--- src/rtl/bcd_pkg.sv ---
// Shared types and constants for the serial binary-to-BCD converter.
// Latency: n/a (declarations only).
// Backpressure: n/a.
package bcd_pkg;

    typedef enum logic [1:0] {
        IDLE   = 2'd0,
        SHIFT  = 2'd1,
        FINISH = 2'd2
    } state_e;

    localparam int BCD_W       = 4;
    localparam int NDIG        = 3;
    localparam int DIGIT_OUT_W = 8;

    // Nibbles at or above this value get +3 before the next shift.
    localparam logic [BCD_W-1:0] ADD3_THRESH = 4'd5;

endpackage

--- src/rtl/bcd_add3.sv ---
// Double-dabble nibble correction: adds 3 when the nibble is 5 or more.
// Latency: combinational.
// Backpressure: none.
module bcd_add3
    import bcd_pkg::*;
(
    input  logic [BCD_W-1:0] din,
    output logic [BCD_W-1:0] dout
);

    // Input is at most 9 here, so 4-bit arithmetic never carries out.
    assign dout = (din >= ADD3_THRESH) ? din + 4'd3 : din;

endmodule

--- src/rtl/bin2bcd_serial.sv ---
// Serial binary-to-BCD converter (shift-and-add-3), drives tens/units digits.
// Latency: WIDTH+1 cycles from accepted start to done pulse.
// Backpressure: none; start is ignored while busy, nothing is queued.
module bin2bcd_serial
    import bcd_pkg::*;
#(
    parameter int WIDTH = 7
) (
    input  logic                   clk,
    input  logic                   rst_n,
    input  logic                   start,
    input  logic [WIDTH-1:0]       bin,
    output logic                   busy,
    output logic                   done,
    output logic [DIGIT_OUT_W-1:0] D,
    output logic [DIGIT_OUT_W-1:0] U,
    output logic                   ovf
);

    localparam int CW    = $clog2(WIDTH + 1);
    localparam int SCR_W = BCD_W * NDIG;

    state_e             state;
    logic [WIDTH-1:0]   shift_reg;
    logic [SCR_W-1:0]   bcd;
    logic [CW-1:0]      cnt;
    logic [SCR_W-1:0]   bcd_adj;
    logic [SCR_W+WIDTH-1:0] cat_sh;

    // One correction unit per BCD digit of the scratch register.
    for (genvar g = 0; g < NDIG; g++) begin : g_add3
        bcd_add3 u_add3 (
            .din  (bcd[g*BCD_W +: BCD_W]),
            .dout (bcd_adj[g*BCD_W +: BCD_W])
        );
    end

    // Corrected digits and remaining binary bits shifted left as one word.
    always_comb begin
        cat_sh = '0;
        cat_sh = {bcd_adj, shift_reg} << 1;
    end

    // Conversion FSM plus output digit registers.
    always_ff @(posedge clk) begin
        if (!rst_n) begin
            state     <= IDLE;
            shift_reg <= '0;
            bcd       <= '0;
            cnt       <= '0;
            busy      <= 1'b0;
            done      <= 1'b0;
            D         <= '0;
            U         <= '0;
            ovf       <= 1'b0;
        end else begin
            done <= 1'b0;
            case (state)
                IDLE: begin
                    if (start) begin
                        shift_reg <= bin;
                        bcd       <= '0;
                        cnt       <= CW'(WIDTH);
                        busy      <= 1'b1;
                        state     <= SHIFT;
                    end
                end
                SHIFT: begin
                    bcd       <= cat_sh[SCR_W+WIDTH-1:WIDTH];
                    shift_reg <= cat_sh[WIDTH-1:0];
                    cnt       <= cnt - CW'(1);
                    if (cnt == CW'(1)) begin
                        state <= FINISH;
                    end
                end
                FINISH: begin
                    D     <= {{(DIGIT_OUT_W-BCD_W){1'b0}}, bcd[2*BCD_W-1:BCD_W]};
                    U     <= {{(DIGIT_OUT_W-BCD_W){1'b0}}, bcd[BCD_W-1:0]};
                    ovf   <= (bcd[3*BCD_W-1:2*BCD_W] != '0);
                    done  <= 1'b1;
                    busy  <= 1'b0;
                    state <= IDLE;
                end
                default: begin
                    busy  <= 1'b0;
                    state <= IDLE;
                end
            endcase
        end
    end

endmodule

--- config.mk ---
export PLATFORM = sky130hd
export DESIGN_NAME = bin2bcd_serial
export DESIGN_NICKNAME = d
export VERILOG_FILES = /design/src/rtl/bcd_pkg.sv /design/src/rtl/bcd_add3.sv /design/src/rtl/bin2bcd_serial.sv
export SDC_FILE = /design/constraint.sdc
export NUM_CORES = 1
export LEC_CHECK = 0
export ABC_AREA = 1
export BUFFER_PORTS_ARGS = -buffer_cell sky130_fd_sc_hd__buf_2
export CORE_ASPECT_RATIO = 1.5
export CORE_UTILIZATION = 57
export CTS_BUF_LIST = sky130_fd_sc_hd__clkbuf_8
export CTS_CLUSTER_DIAMETER = 50
export DETAILED_ROUTE_END_ITERATION = 7
export GPL_ROUTABILITY_DRIVEN = 0
export PLACE_DENSITY = 0.92
export SLEW_MARGIN = 15
export SYNTH_ARGS = -nofsm -noshare
export SYNTH_HDL_FRONTEND = slang
export SYNTH_SLANG_ARGS = --single-unit
--- constraint.sdc ---
create_clock -name clk -period 1.3 [get_ports clk]
set_input_delay 0.13 -clock clk [delete_from_list [all_inputs] [get_ports clk]]
set_output_delay 0.13 -clock clk [all_outputs]
set_load 0.1 [all_outputs]
==> impl_metrics.sql, run 1 <==
INSERT INTO impl_metrics (metric_group, metric, value, unit) VALUES
('run_status', 'outcome', 'finished, final reports clean', ''),
('die', 'die_y', '68.3', 'um'),
('power_and_ir_drop', 'power.static_leakage', '0.927', 'nW'),
('worst_setup_path', 'worst_setup_path_end_kind', 'register', ''),
('worst_setup_path', 'critical_path.startpoint', 'bcd[5]$_SDFFE_PN0P_', ''),
('grt', 'grtUsageTotal', '25.3', '%'),
('timing', 'min_period_over_period', '95.3', '%'),
('worst_hold_path', 'timing.hold.worst_path_depth', '3', ''),
('clock_tree', 'post_cts.repair.setup_buffers', '0', ''),
('clock_tree', 'clock-root-buffer', 'clkbuf_8', ''),
('worst_setup_path', 'critPathRequiredTime', '1530', 'ps'),
('timing', 'timing.fmax', '0.807', 'GHz'),
('worst_setup_path', 'critPathLaunchType', 'register', ''),
('synthesis', 'number_of_distinct_library_cells_after_synthesis', '24', ''),
('worst_setup_path', 'critical_path.cell_chain', 'inv_2, ha_1, inv_1, nand2_1, nand3_2, nand2_1, nand3_1, a21oi_2', ''),
('routing', 'post_drt_via_cell_ratio', '5.18', ''),
('routing', 'routed-via-count', '1534', ''),
('clock_tree', 'path_clk_slew', '70', 'ps'),
('clock_tree', 'clk-insertion-delay-late', '290', 'ps'),
('die', 'ioPinCount', '29', ''),
('die', 'die_area', '3160', 'um^2'),
('finish', 'multiInputGateArea', '813', 'um^2'),
('finish', 'layout.area.seq', '718', 'um^2'),
('synthesis', 'syn_area_per_cell', '7.29', 'um^2'),
('finish', 'post-route-cell-area', '1950', 'um^2'),
('synthesis', 'mapped_cell_area', '1670', 'um^2'),
('place', 'preCtsSetupSlack', '-25.7', 'ps'),
('worst_hold_path', 'min_from', 'bin[0]', ''),
('worst_setup_path', 'worst_reg_to_reg_cells', '8', ''),
('timing', 'finalHoldViolCount', '0', ''),
('routing', 'drt_drc_violations_left', '0', ''),
('worst_setup_path', 'reg2reg_setup_slack', '60', 'ps'),
('clock_tree', 'cts.sinks', '35', ''),
('worst_setup_path', 'worstSetupEndpoint', 'bcd[6]$_SDFFE_PN0P_', ''),
('place', 'placed_area', '1830', 'um^2'),
('timing', 'finalClockSkew', '7.87', 'ps'),
('flow_run', 'cap_viol_max_count', '0', ''),
('timing', 'totalNegativeSetupSlack', '0', 'ps'),
('clock_tree', 'maximum_number_of_buffers_from_clock_root_to_sink', '2', ''),
('worst_setup_path', 'reg_to_reg_start', 'bcd[5]$_SDFFE_PN0P_', ''),
('grt', 'grt_start_max_net_pins', '20', ''),
('finish', 'largest_register_ffs', '12', ''),
('finish', 'flow.area_growth_from_synthesis', '16.6', '%'),
('clock_tree', 'postCtsHoldBufs', '0', ''),
('timing', 'slew_viol_final', '0', ''),
('timing', 'setup_repair_after_global_routing_missed_its_margin', 'yes', ''),
('timing', 'post-route-worst-setup-slack', '60.7', 'ps'),
('worst_setup_path', 'arrival', '1470', 'ps'),
('worst_setup_path', 'crit_type', 'register to register', ''),
('clock_tree', 'cts_tree', 'done', ''),
('worst_setup_path', 'worst_r2r_endpoint', 'bcd[6]$_SDFFE_PN0P_', ''),
('worst_setup_path', 'critical_path_depth', '8', ''),
('die', 'start_util', '61.1', '%'),
('synthesis', 'synth-seq-area-share', '41.9', '%'),
('finish', 'insertedDiodeCount', '0', ''),
('worst_setup_path', 'cp_common_cell', 'nand2_1', ''),
('grt', 'first_global_vias', '1423', ''),
('routing', 'initialDrtViolationCount', '35', ''),
('place', 'port_buffers', '20', ''),
('power_and_ir_drop', 'power_density', '1160', 'nW/um^2'),
('synthesis', 'ys.warnings.count', '0', ''),
('clock_tree', 'htree_num_levels', '2', ''),
('finish', 'num-fill-cells', '223', ''),
('place', 'dp.final_hpwl', '2.42', 'mm'),
('finish', 'final_layout_size_suffix_gt1_share', '23.9', '%'),
('timing', 'timing.final.crit_period', '1240', 'ps'),
('worst_hold_path', 'worst_hold_path_type', 'input pin to register', ''),
('worst_setup_path', 'timing.critical_path.slowest_stage_cell', 'dfxtp_2', ''),
('power_and_ir_drop', 'power', '0.00225', 'W'),
('die', 'die_width', '46.2', 'um'),
('grt', 'overflow', '0', '');
cells in the mapped netlist, drive strengths merged:
| cell type | number | share of area, % |
|---|---|---|
| a211oi | 1 | 0.45 |
| a21oi | 24 | 7.2 |
| a22oi | 1 | 0.45 |
| a41oi | 1 | 0.52 |
| and3 | 1 | 0.37 |
| buf | 12 | 5.7 |
| clkbuf | 2 | 0.45 |
| clkinv | 1 | 0.22 |
| conb | 1 | 0.22 |
| dfxtp | 35 | 42 |
| ha | 9 | 6.7 |
| inv | 27 | 6.1 |
| nand2 | 54 | 12 |
| nand3 | 18 | 5.4 |
| nand4 | 6 | 2.2 |
| nor2 | 18 | 4.2 |
| nor3 | 2 | 0.60 |
| o211ai | 1 | 0.45 |
| o21ai | 15 | 4.5 |
stage by stage:
step | util, % | std cells | hold WS (ps)
finish | 71.2 | 296 | 83.6
global route | 71.2 | 296 | 98.5
CTS | 70.3 | 296 | 78.2
detailed placement | 67.0 | 288 | 393
global placement | 67.0 | 288 | 386
floorplan | - | 236 | 261
cells by family after synthesis:
logic type	count (synthesis)	share of synthesized area [%]
AND/OR/NAND/NOR	99	25.1
AO/OA/AOI/OAI	43	13.6
buffers and inverters	42	12.4
flip-flops	35	41.9
adder cells (fa/ha/maj)	9	6.74
other	1	0.225
final cells by class:
| class | count | area share [%] |
|---|---|---|
| Inverter | 28 | 5.53 |
| Multi-Input combinational cell | 159 | 41.8 |
| Clock inverter | 3 | 0.643 |
| Clock buffer | 5 | 3.53 |
| Tap cell | 37 | 2.38 |
| Sequential cell | 35 | 36.9 |
| Timing Repair Buffer | 29 | 9.25 |
worst min-delay path: stages:
cell	delay (ps)
buf_2	90
nand2_1	50
a21oi_1	50
placed cells by master, fill, tap and decap left out, types with 11 or more instances in the layout:
cell type	instances
inv_1	23
nand2_1	51
a21oi_1	22
buf_2	20
nand3_1	16
dfxtp_2	11
nor2_1	17
o21ai_0	15
dfxtp_1	23
power by group:
| part | switching, W | internal, W | leakage (nW) |
|---|---|---|---|
| Combinational | 0.000298 | 0.0000811 | 0.585 |
| Clock | 0.000380 | 0.000360 | 0.0505 |
| Sequential | 0.0000217 | 0.00111 | 0.291 |
| Total | 0.000700 | 0.00155 | 0.927 |
metal layers:
layer / GRT usage, % / part of all wire [%]
met1: 23.3 / 39
met2: 44.2 / 53
met3: 9.23 / 4.6
met4: 17.6 / 3.5
met5: 0 / 0
worst min path at each step:
| stage | to | slack [ps] |
|---|---|---|
| finish | shift_reg[0]$_SDFFE_PN0P_ | 80 |
| floorplan | D[0]$_SDFFE_PN0P_ | 260 |
| global placement | shift_reg[0]$_SDFFE_PN0P_ | 390 |
| detailed placement | shift_reg[0]$_SDFFE_PN0P_ | 390 |
| CTS | shift_reg[0]$_SDFFE_PN0P_ | 80 |
| global route | shift_reg[0]$_SDFFE_PN0P_ | 100 |
repair_timing:
action	4_1_cts	5_1_grt
pin swaps	0	0
endpoints found under the setup margin	2	18
resized for setup	3	14
cloned	0	0
Power figures use the tool's default switching activity.
==> inputs of run 2 (changes only) <==
--- a/config.mk
+++ b/config.mk
@@ -14,6 +14,7 @@
 export DETAILED_ROUTE_END_ITERATION = 7
 export GPL_ROUTABILITY_DRIVEN = 0
 export PLACE_DENSITY = 0.92
+export SETUP_SLACK_MARGIN = 0.4
 export SLEW_MARGIN = 15
 export SYNTH_ARGS = -nofsm -noshare
 export SYNTH_HDL_FRONTEND = slang
==> impl_metrics.sql, run 2 <==
INSERT INTO impl_metrics (metric_group, metric, value, unit) VALUES
('synthesis', 'ys.warnings.count', '0', ''),
('die', 'ioPinCount', '29', ''),
('run_status', 'error_message', '[ERROR GRT-0232] Routing congestion too high. Check the congestion heatmap in the GUI.', ''),
('synthesis', 'synthFlopType', 'dfxtp_1', ''),
('die', 'start_util', '61.1', '%'),
('die', 'rows', '23', ''),
('synthesis', 'post_synth_top_area_cell', 'dfxtp_1', ''),
('clock_tree', 'cts-buffers-inserted', '5', ''),
('synthesis', 'synth_most_common_cell', 'nand2_1', ''),
('place', 'port_buffers', '20', ''),
('synthesis', 'syn_area_per_cell', '7.29', 'um^2'),
('synthesis', 'syn-instance-count', '229', ''),
('synthesis', 'synth_async_sr_flop_share', '0', '%'),
('clock_tree', 'clock-root-buffer', 'clkbuf_8', ''),
('synthesis', 'netlist_top_cells_count', 'nand2_1, dfxtp_1, a21oi_1, inv_1, nand3_1', ''),
('synthesis', 'mapped_cell_area', '1670', 'um^2'),
('synthesis', 'synth-edff-count', '0', ''),
('synthesis', 'number_of_distinct_library_cells_after_synthesis', '24', ''),
('synthesis', 'yosys-top-cells-area', 'dfxtp_1, nand2_1, a21oi_1', ''),
('synthesis', 'synth_top_area_share', '41.9', '%'),
('run_status', 'outcome', 'did not finish', ''),
('clock_tree', 'cts.sinks', '35', ''),
('grt', 'grt_start_max_net_pins', '20', ''),
('grt', 'overflow', '9', ''),
('synthesis', 'postSynthRegisterBits', '35', ''),
('timing', 'grt_worst_setup_endpoint', 'bcd[8]$_SDFFE_PN0P_/D', ''),
('clock_tree', 'htree_num_levels', '2', ''),
('place', 'dp.final_hpwl', '2.40', 'mm'),
('grt', 'grtUsageTotal', '64.8', '%'),
('synthesis', 'synth-seq-area-share', '41.9', '%'),
('timing', 'worstEpCategory', 'sequential cell input', ''),
('die', 'die_y', '68.3', 'um'),
('die', 'die_width', '46.2', 'um'),
('run_status', 'stop_stage', '5_1_grt', ''),
('clock_tree', 'maximum_number_of_buffers_from_clock_root_to_sink', '2', '');
[run 2: kinds of logic after synthesis]
family                   after synthesis  synth area share (%)
other                                  1                 0.225
buffers and inverters                 42                  12.4
flip-flops                            35                  41.9
AND/OR/NAND/NOR                       99                  25.1
adder cells (fa/ha/maj)                9                  6.74
AO/OA/AOI/OAI                         43                  13.6
[run 2: layer usage]
layer | GRT usage (%) | overflow
met1 | 63.9 | 0
met3 | 43.3 | 0
met5 | 0 | 0
met4 | 68.0 | 2
met2 | 84.3 | 7
[run 2: repair_timing]
action	in CTS
resized for setup	90
pin swaps	14
endpoints found under the setup margin	44
hold buffers	0
cloned	3
hold endpoints to repair	0
buffers inserted	10
[run 2: metrics by stage]
| stage | hold slack, ps | setup WS [ps] | instance area, um^2 | utilization [%] | std cells |
|---|---|---|---|---|---|
| 4_1_cts | 99.2 | 178 | 2390 | 87.6 | 304 |
| 3_3_place_gp | 395 | 181 | 1920 | 70.1 | 283 |
| 3_5_place_dp | 400 | 161 | 1920 | 70.1 | 283 |
| 2_1_floorplan | 258 | 258 | 1850 | - | 236 |
==> inputs of run 3 (changes only) <==
--- a/config.mk
+++ b/config.mk
@@ -7,14 +7,10 @@
 export LEC_CHECK = 0
 export ABC_AREA = 1
 export BUFFER_PORTS_ARGS = -buffer_cell sky130_fd_sc_hd__buf_2
-export CORE_ASPECT_RATIO = 1.5
-export CORE_UTILIZATION = 57
-export CTS_BUF_LIST = sky130_fd_sc_hd__clkbuf_8
-export CTS_CLUSTER_DIAMETER = 50
+export CORE_UTILIZATION = 40
 export DETAILED_ROUTE_END_ITERATION = 7
 export GPL_ROUTABILITY_DRIVEN = 0
-export PLACE_DENSITY = 0.92
-export SETUP_SLACK_MARGIN = 0.4
+export PLACE_DENSITY_LB_ADDON = 0.15
 export SLEW_MARGIN = 15
 export SYNTH_ARGS = -nofsm -noshare
 export SYNTH_HDL_FRONTEND = slang
==> impl_metrics.sql, run 3 (same netlist as run 1, synthesis figures left out) <==
INSERT INTO impl_metrics (metric_group, metric, value, unit) VALUES
('worst_setup_path', 'reg_to_reg_start', 'bcd[4]$_SDFFE_PN0P_', ''),
('power_and_ir_drop', 'seq_power_share', '49.5', '%'),
('routing', 'dr.pass1.iters', '4', ''),
('power_and_ir_drop', 'internal_power', '0.00157', 'W'),
('finish', 'final_layout_size_suffix_gt1_share', '25.5', '%'),
('grt', 'antenna_found_initial', '0', ''),
('worst_setup_path', 'reg2reg_setup_slack', '100', 'ps'),
('finish', 'num-fill-cells', '415', ''),
('worst_hold_path', 'holdPathEnd', 'shift_reg[0]$_SDFFE_PN0P_', ''),
('power_and_ir_drop', 'power.static_leakage', '0.919', 'nW'),
('worst_setup_path', 'worst_setup_path_end_kind', 'register', ''),
('worst_setup_path', 'cp_common_cell', 'nor2_1', ''),
('die', 'ioPinCount', '29', ''),
('finish', 'final_net_count', '277', ''),
('clock_tree', 'cts.sinks', '35', ''),
('finish', 'multiInputGateArea', '815', 'um^2'),
('power_and_ir_drop', 'p_clk_share', '34.1', '%'),
('finish', 'largest_register_ffs', '12', ''),
('worst_setup_path', 'crit_type', 'register to register', ''),
('timing', 'timing.final.crit_period', '1200', 'ps'),
('worst_setup_path', 'worst_reg_to_reg_cells', '9', ''),
('routing', 'wl_per_cell', '10.8', 'um'),
('power_and_ir_drop', 'power_density', '1160', 'nW/um^2'),
('die', 'start_util', '41.8', '%'),
('worst_hold_path', 'worst_hold_path_type', 'input pin to register', ''),
('die', 'rows', '23', ''),
('grt', 'overflow', '0', ''),
('worst_setup_path', 'maximum_fanout_encountered_on_the_critical_timing_path', '4', ''),
('worst_setup_path', 'critical_path.cell_chain', 'inv_1, ha_1, inv_1, nand2_2, nand3_2, nand2_1, nor2_1, nor2_1, nor2_1', ''),
('worst_setup_path', 'worst_r2r_endpoint', 'bcd[8]$_SDFFE_PN0P_', ''),
('timing', 'slew_viol_final', '0', ''),
('clock_tree', 'postCtsHoldBufs', '0', ''),
('power_and_ir_drop', 'switchingPower', '0.000720', 'W'),
('run_status', 'outcome', 'finished, final reports clean', ''),
('power_and_ir_drop', 'power.switching_fraction', '31.5', '%'),
('clock_tree', 'cts-buffers-inserted', '5', ''),
('clock_tree', 'clock-root-buffer', 'clkbuf_8', ''),
('clock_tree', 'htree_num_levels', '2', ''),
('place', 'port_buffers', '20', ''),
('timing', 'finalHoldWorstSlack', '90.7', 'ps'),
('worst_setup_path', 'arrival', '1430', 'ps'),
('worst_hold_path', 'min_from', 'bin[0]', ''),
('flow_run', 'cap_viol_max_count', '0', ''),
('place', 'dp.final_hpwl', '2.27', 'mm'),
('worst_setup_path', 'worst_path_largest_cell_delay', '360', 'ps'),
('clock_tree', 'cts_tree', 'done', ''),
('power_and_ir_drop', 'power.ir.vdd_worst', '590', 'uV'),
('clock_tree', 'maximum_number_of_buffers_from_clock_root_to_sink', '2', ''),
('routing', 'post_drt_via_cell_ratio', '4.78', ''),
('timing', 'timing.fmax', '0.835', 'GHz'),
('routing', 'drt_drc_violations_left', '0', ''),
('die', 'die_area', '4440', 'um^2'),
('worst_setup_path', 'critical_path_buf_inv_count', '2', ''),
('clock_tree', 'clk-insertion-delay-late', '290', 'ps'),
('timing', 'min_period_over_period', '92.1', '%'),
('power_and_ir_drop', 'pwr-share-comb', '16.5', '%'),
('finish', 'insertedDiodeCount', '0', ''),
('worst_setup_path', 'critPathLaunchType', 'register', ''),
('finish', 'layout.area.seq', '716', 'um^2'),
('clock_tree', 'path_clk_slew', '80', 'ps'),
('worst_setup_path', 'critical_path_depth', '9', ''),
('finish', 'layout_commonest_cell', 'nand2_1', ''),
('timing', 'finalSetupViolations', '0', ''),
('routing', 'routed-via-count', '1478', ''),
('timing', 'finalHoldViolCount', '0', ''),
('finish', 'flow.area_growth_from_synthesis', '17.7', '%'),
('worst_setup_path', 'critPathRequiredTime', '1530', 'ps'),
('grt', 'first_global_vias', '1200', ''),
('grt', 'grtUsageTotal', '16.4', '%'),
('finish', 'non_filler_instance_count_after_layout', '309', ''),
('die', 'die_y', '66.6', 'um'),
('grt', 'grt_start_max_net_pins', '20', ''),
('power_and_ir_drop', 'power', '0.00229', 'W'),
('place', 'dpl.cell_count', '301', ''),
('worst_setup_path', 'crit_family', 'simple AND/OR/NAND/NOR gates', ''),
('routing', 'initialDrtViolationCount', '55', ''),
('worst_hold_path', 'timing.hold.worst_path_depth', '3', ''),
('finish', 'commonest_cells_after_routing_fill_and_taps_aside', 'nand2_1, dfxtp_1, a21oi_1', ''),
('die', 'core_region_area', '4000', 'um^2'),
('timing', 'finalClockSkew', '8.55', 'ps'),
('die', 'die_width', '66.6', 'um'),
('routing', 'ant_nets', '0', ''),
('grt', 'grt_pass1_wl', '5.38', 'mm'),
('routing', 'wl', '3.34', 'mm'),
('worst_setup_path', 'timing.critical_path.slowest_stage_cell', 'dfxtp_2', '');
## run 3: worst register-to-register path, cell delays in order, from the launching register on
cell,delay [ps]
dfxtp_2,360
inv_1,60
ha_1,200
inv_1,70
nand2_2,70
nand3_2,110
nand2_1,60
nor2_1,100
nor2_1,40
nor2_1,70
## run 3: through the flow
step           setup WS [ps]  cell area, um^2  TNS [ps]  util (%)
2_1_floorplan           14.6             1710         0         -
3_3_place_gp            37.8             1850         0      46.2
3_5_place_dp            20.5             1850         0      46.2
4_1_cts                 3.99             1930         0      48.3
5_1_grt                -12.3             1970     -17.4      49.1
6_report                 102             1970         0      49.1
## run 3: repair_timing
action / in CTS / in global routing
setup endpoints to repair: 0 / 18
buffers inserted: 0 / 0
resized for setup: 0 / 19
## run 3: routing by layer
metal / share of wire (%) / routed length [um] / track usage [%] / vias up
li1: - / - / - / 784
met1: 49 / 1650 / 20.4 / 661
met2: 46 / 1530 / 26.1 / 28
met3: 3.8 / 126 / 5.65 / 5
met4: 0.96 / 32 / 5.59 / 0
met5: 0 / 0 / 0 / -
## run 3: power groups by stage
stage	clock network, W	registers (W)	logic, W
detailed placement	0	0.00116	0.000377
floorplan	0	0.00123	0.000253
global placement	0	0.00116	0.000375
global route	0.000869	0.00114	0.000408
CTS	0.000798	0.00113	0.000377
finish	0.000779	0.00113	0.000376
## run 3: final cells by class
type,instances,area share (%)
Multi-Input combinational cell,159,41.4
Sequential cell,35,36.4
Timing Repair Buffer,29,9.17
Inverter,28,5.47
Clock buffer,6,3.69
Tap cell,50,3.18
Clock inverter,2,0.637
## run 3: worst max path at each step
| stage | startpoint | endpoint |
|---|---|---|
| after floorplan | U[2]$_SDFFE_PN0P_ | U[2]$_SDFFE_PN0P_ |
| after global placement | bcd[5]$_SDFFE_PN0P_ | bcd[8]$_SDFFE_PN0P_ |
| after detailed placement | bcd[5]$_SDFFE_PN0P_ | bcd[8]$_SDFFE_PN0P_ |
| after CTS | bcd[0]$_SDFFE_PN0P_ | bcd[4]$_SDFFE_PN0P_ |
| after global routing | bcd[1]$_SDFFE_PN0P_ | bcd[4]$_SDFFE_PN0P_ |
| final | bcd[4]$_SDFFE_PN0P_ | bcd[8]$_SDFFE_PN0P_ |
==> inputs of run 4 (changes only) <==
--- a/config.mk
+++ b/config.mk
@@ -7,10 +7,11 @@
 export LEC_CHECK = 0
 export ABC_AREA = 1
 export BUFFER_PORTS_ARGS = -buffer_cell sky130_fd_sc_hd__buf_2
+export CORE_ASPECT_RATIO = 1.1
 export CORE_UTILIZATION = 40
 export DETAILED_ROUTE_END_ITERATION = 7
 export GPL_ROUTABILITY_DRIVEN = 0
-export PLACE_DENSITY_LB_ADDON = 0.15
+export PLACE_DENSITY_LB_ADDON = 0.1
 export SLEW_MARGIN = 15
 export SYNTH_ARGS = -nofsm -noshare
 export SYNTH_HDL_FRONTEND = slang
==> impl_metrics.sql, run 4 (same netlist as run 1, synthesis figures left out) <==
INSERT INTO impl_metrics (metric_group, metric, value, unit) VALUES
('worst_setup_path', 'arrival', '1420', 'ps'),
('finish', 'final_net_count', '278', ''),
('worst_setup_path', 'crit_family', 'simple AND/OR/NAND/NOR gates', ''),
('timing', 'timing.final.crit_period', '1190', 'ps'),
('timing', 'timing.fmax', '0.837', 'GHz'),
('place', 'placed_area', '1860', 'um^2'),
('place', 'port_buffers', '20', ''),
('routing', 'drt_drc_violations_left', '0', ''),
('finish', 'final_layout_size_suffix_gt1_share', '25.1', '%'),
('grt', 'grt_start_max_net_pins', '20', ''),
('place', 'preCtsSetupSlack', '36.9', 'ps'),
('clock_tree', 'clock-root-buffer', 'clkbuf_8', ''),
('timing', 'finalSetupViolations', '0', ''),
('worst_setup_path', 'maximum_fanout_encountered_on_the_critical_timing_path', '5', ''),
('worst_setup_path', 'timing.critical_path.slowest_stage_cell', 'dfxtp_1', ''),
('die', 'start_util', '41.8', '%'),
('worst_setup_path', 'worstSetupEndpoint', 'bcd[8]$_SDFFE_PN0P_', ''),
('worst_setup_path', 'critPathRequiredTime', '1530', 'ps'),
('worst_setup_path', 'critical_path_buf_inv_count', '2', ''),
('worst_setup_path', 'worst_setup_path_end_kind', 'register', ''),
('die', 'core_region_area', '3990', 'um^2'),
('routing', 'routed-via-count', '1454', ''),
('worst_setup_path', 'worst_r2r_endpoint', 'bcd[8]$_SDFFE_PN0P_', ''),
('die', 'rows', '24', ''),
('worst_setup_path', 'crit_type', 'register to register', ''),
('grt', 'first_global_vias', '1305', ''),
('power_and_ir_drop', 'power.ir.vdd_worst', '502', 'uV'),
('die', 'ioPinCount', '29', ''),
('worst_setup_path', 'worst_reg_to_reg_cells', '9', ''),
('finish', 'post-route-cell-area', '1980', 'um^2'),
('run_status', 'outcome', 'finished, final reports clean', ''),
('routing', 'ant_nets', '0', ''),
('timing', 'finalHoldWorstSlack', '94.9', 'ps'),
('clock_tree', 'cts.sinks', '35', ''),
('clock_tree', 'path_clk_slew', '70', 'ps'),
('clock_tree', 'maximum_number_of_buffers_from_clock_root_to_sink', '2', ''),
('timing', 'finalClockSkew', '7.46', 'ps'),
('finish', 'num-fill-cells', '439', ''),
('timing', 'min_period_over_period', '91.9', '%'),
('routing', 'wl', '3.33', 'mm'),
('place', 'dp.final_hpwl', '2.36', 'mm'),
('worst_setup_path', 'critical_path.cell_chain', 'inv_2, ha_1, inv_1, nand2_1, nand3_2, nand2_1, nor2_1, nor2_1, nor2_1', ''),
('routing', 'wl_per_cell', '10.7', 'um'),
('worst_setup_path', 'reg2reg_setup_slack', '110', 'ps'),
('worst_hold_path', 'worst_hold_path_type', 'input pin to register', ''),
('finish', 'layout_commonest_cell', 'nand2_1', ''),
('grt', 'antenna_found_initial', '0', ''),
('finish', 'postLayoutCoreUtil', '49.5', '%'),
('worst_setup_path', 'critical_path.startpoint', 'bcd[5]$_SDFFE_PN0P_', ''),
('clock_tree', 'htree_num_levels', '2', ''),
('routing', 'initialDrtViolationCount', '64', ''),
('clock_tree', 'cts_tree', 'done', ''),
('die', 'die_width', '63.6', 'um'),
('die', 'die_y', '69.8', 'um'),
('clock_tree', 'cts-buffers-inserted', '5', ''),
('power_and_ir_drop', 'power_density', '1160', 'nW/um^2'),
('worst_setup_path', 'reg_to_reg_start', 'bcd[5]$_SDFFE_PN0P_', ''),
('routing', 'dr.pass1.iters', '4', ''),
('worst_setup_path', 'critPathLaunchType', 'register', ''),
('grt', 'grtUsageTotal', '16.8', '%'),
('finish', 'largest_register_ffs', '12', ''),
('finish', 'insertedDiodeCount', '0', ''),
('worst_setup_path', 'worst_path_largest_cell_delay', '360', 'ps'),
('grt', 'grt_pass1_wl', '5.80', 'mm'),
('power_and_ir_drop', 'power.static_leakage', '0.928', 'nW'),
('clock_tree', 'clk-insertion-delay-late', '280', 'ps'),
('flow_run', 'cap_viol_max_count', '0', ''),
('worst_setup_path', 'critical_path_depth', '9', ''),
('finish', 'flow.area_growth_from_synthesis', '18.4', '%'),
('timing', 'post-route-worst-setup-slack', '106', 'ps'),
('die', 'die_area', '4440', 'um^2'),
('worst_setup_path', 'cp_common_cell', 'nor2_1', ''),
('routing', 'post_drt_via_cell_ratio', '4.68', ''),
('clock_tree', 'postCtsHoldBufs', '0', ''),
('timing', 'finalHoldViolCount', '0', ''),
('grt', 'overflow', '0', ''),
('timing', 'slew_viol_final', '0', ''),
('finish', 'commonest_cells_after_routing_fill_and_taps_aside', 'nand2_1, dfxtp_1, a21oi_1', '');
[run 4: worst register-to-register path, cell delays in order (launching register included)]
cell and delay (ps):
dfxtp_1 360, inv_2 70, ha_1 190, inv_1 50
nand2_1 90, nand3_2 100, nand2_1 50, nor2_1 100
nor2_1 50, nor2_1 70
[run 4: area by class of cell]
class	instances	area, um^2	share of cell area [%]
Clock buffer	6	82.6	4.17
Tap cell	52	65.1	3.29
Timing Repair Buffer	30	188	9.49
Clock inverter	1	5.00	0.253
Inverter	28	108	5.44
Sequential cell	35	714	36.1
Multi-Input combinational cell	159	816	41.2
[run 4: through the flow]
| step | std cells | power, W | TNS (ps) |
|---|---|---|---|
| 2_1_floorplan | 236 | 0.00148 | 0 |
| 3_3_place_gp | 304 | 0.00154 | 0 |
| 3_5_place_dp | 304 | 0.00154 | 0 |
| 4_1_cts | 311 | 0.00233 | 0 |
| 5_1_grt | 311 | 0.00242 | -13.8 |
| 6_report | 311 | 0.00230 | 0 |
[run 4: how the worst min path moves through the flow]
stage | start | to | slack, ps | cells past startpoint
detailed placement | bin[0] | shift_reg[0]$_SDFFE_PN0P_ | 390 | 3
floorplan | rst_n | D[0]$_SDFFE_PN0P_ | 260 | 2
finish | bin[0] | shift_reg[0]$_SDFFE_PN0P_ | 90 | 3
global placement | bin[0] | shift_reg[0]$_SDFFE_PN0P_ | 390 | 3
CTS | bin[0] | shift_reg[0]$_SDFFE_PN0P_ | 80 | 3
global route | bin[0] | shift_reg[0]$_SDFFE_PN0P_ | 110 | 3
[run 4: repair_timing]
action | in CTS | in global routing
endpoints found under the setup margin | 0 | 13
buffers inserted | 0 | 0
resized for setup | 0 | 17
[run 4: per-layer routing]
metal | track usage (%) | vias to the layer above | share of wire [%]
li1 | - | 786 | -
met2 | 26.8 | 20 | 47
met3 | 4.93 | 8 | 3.1
met5 | 0 | - | 0
met4 | 7.58 | 0 | 1.9
met1 | 20.5 | 640 | 48
[run 4: where the power goes]
group / internal (W) / switching [W] / leakage, nW
sequential: 0.00111 / 0.0000193 / 0.290
clock: 0.000415 / 0.000373 / 0.0470
combinational: 0.0000845 / 0.000296 / 0.590
total: 0.00161 / 0.000689 / 0.928
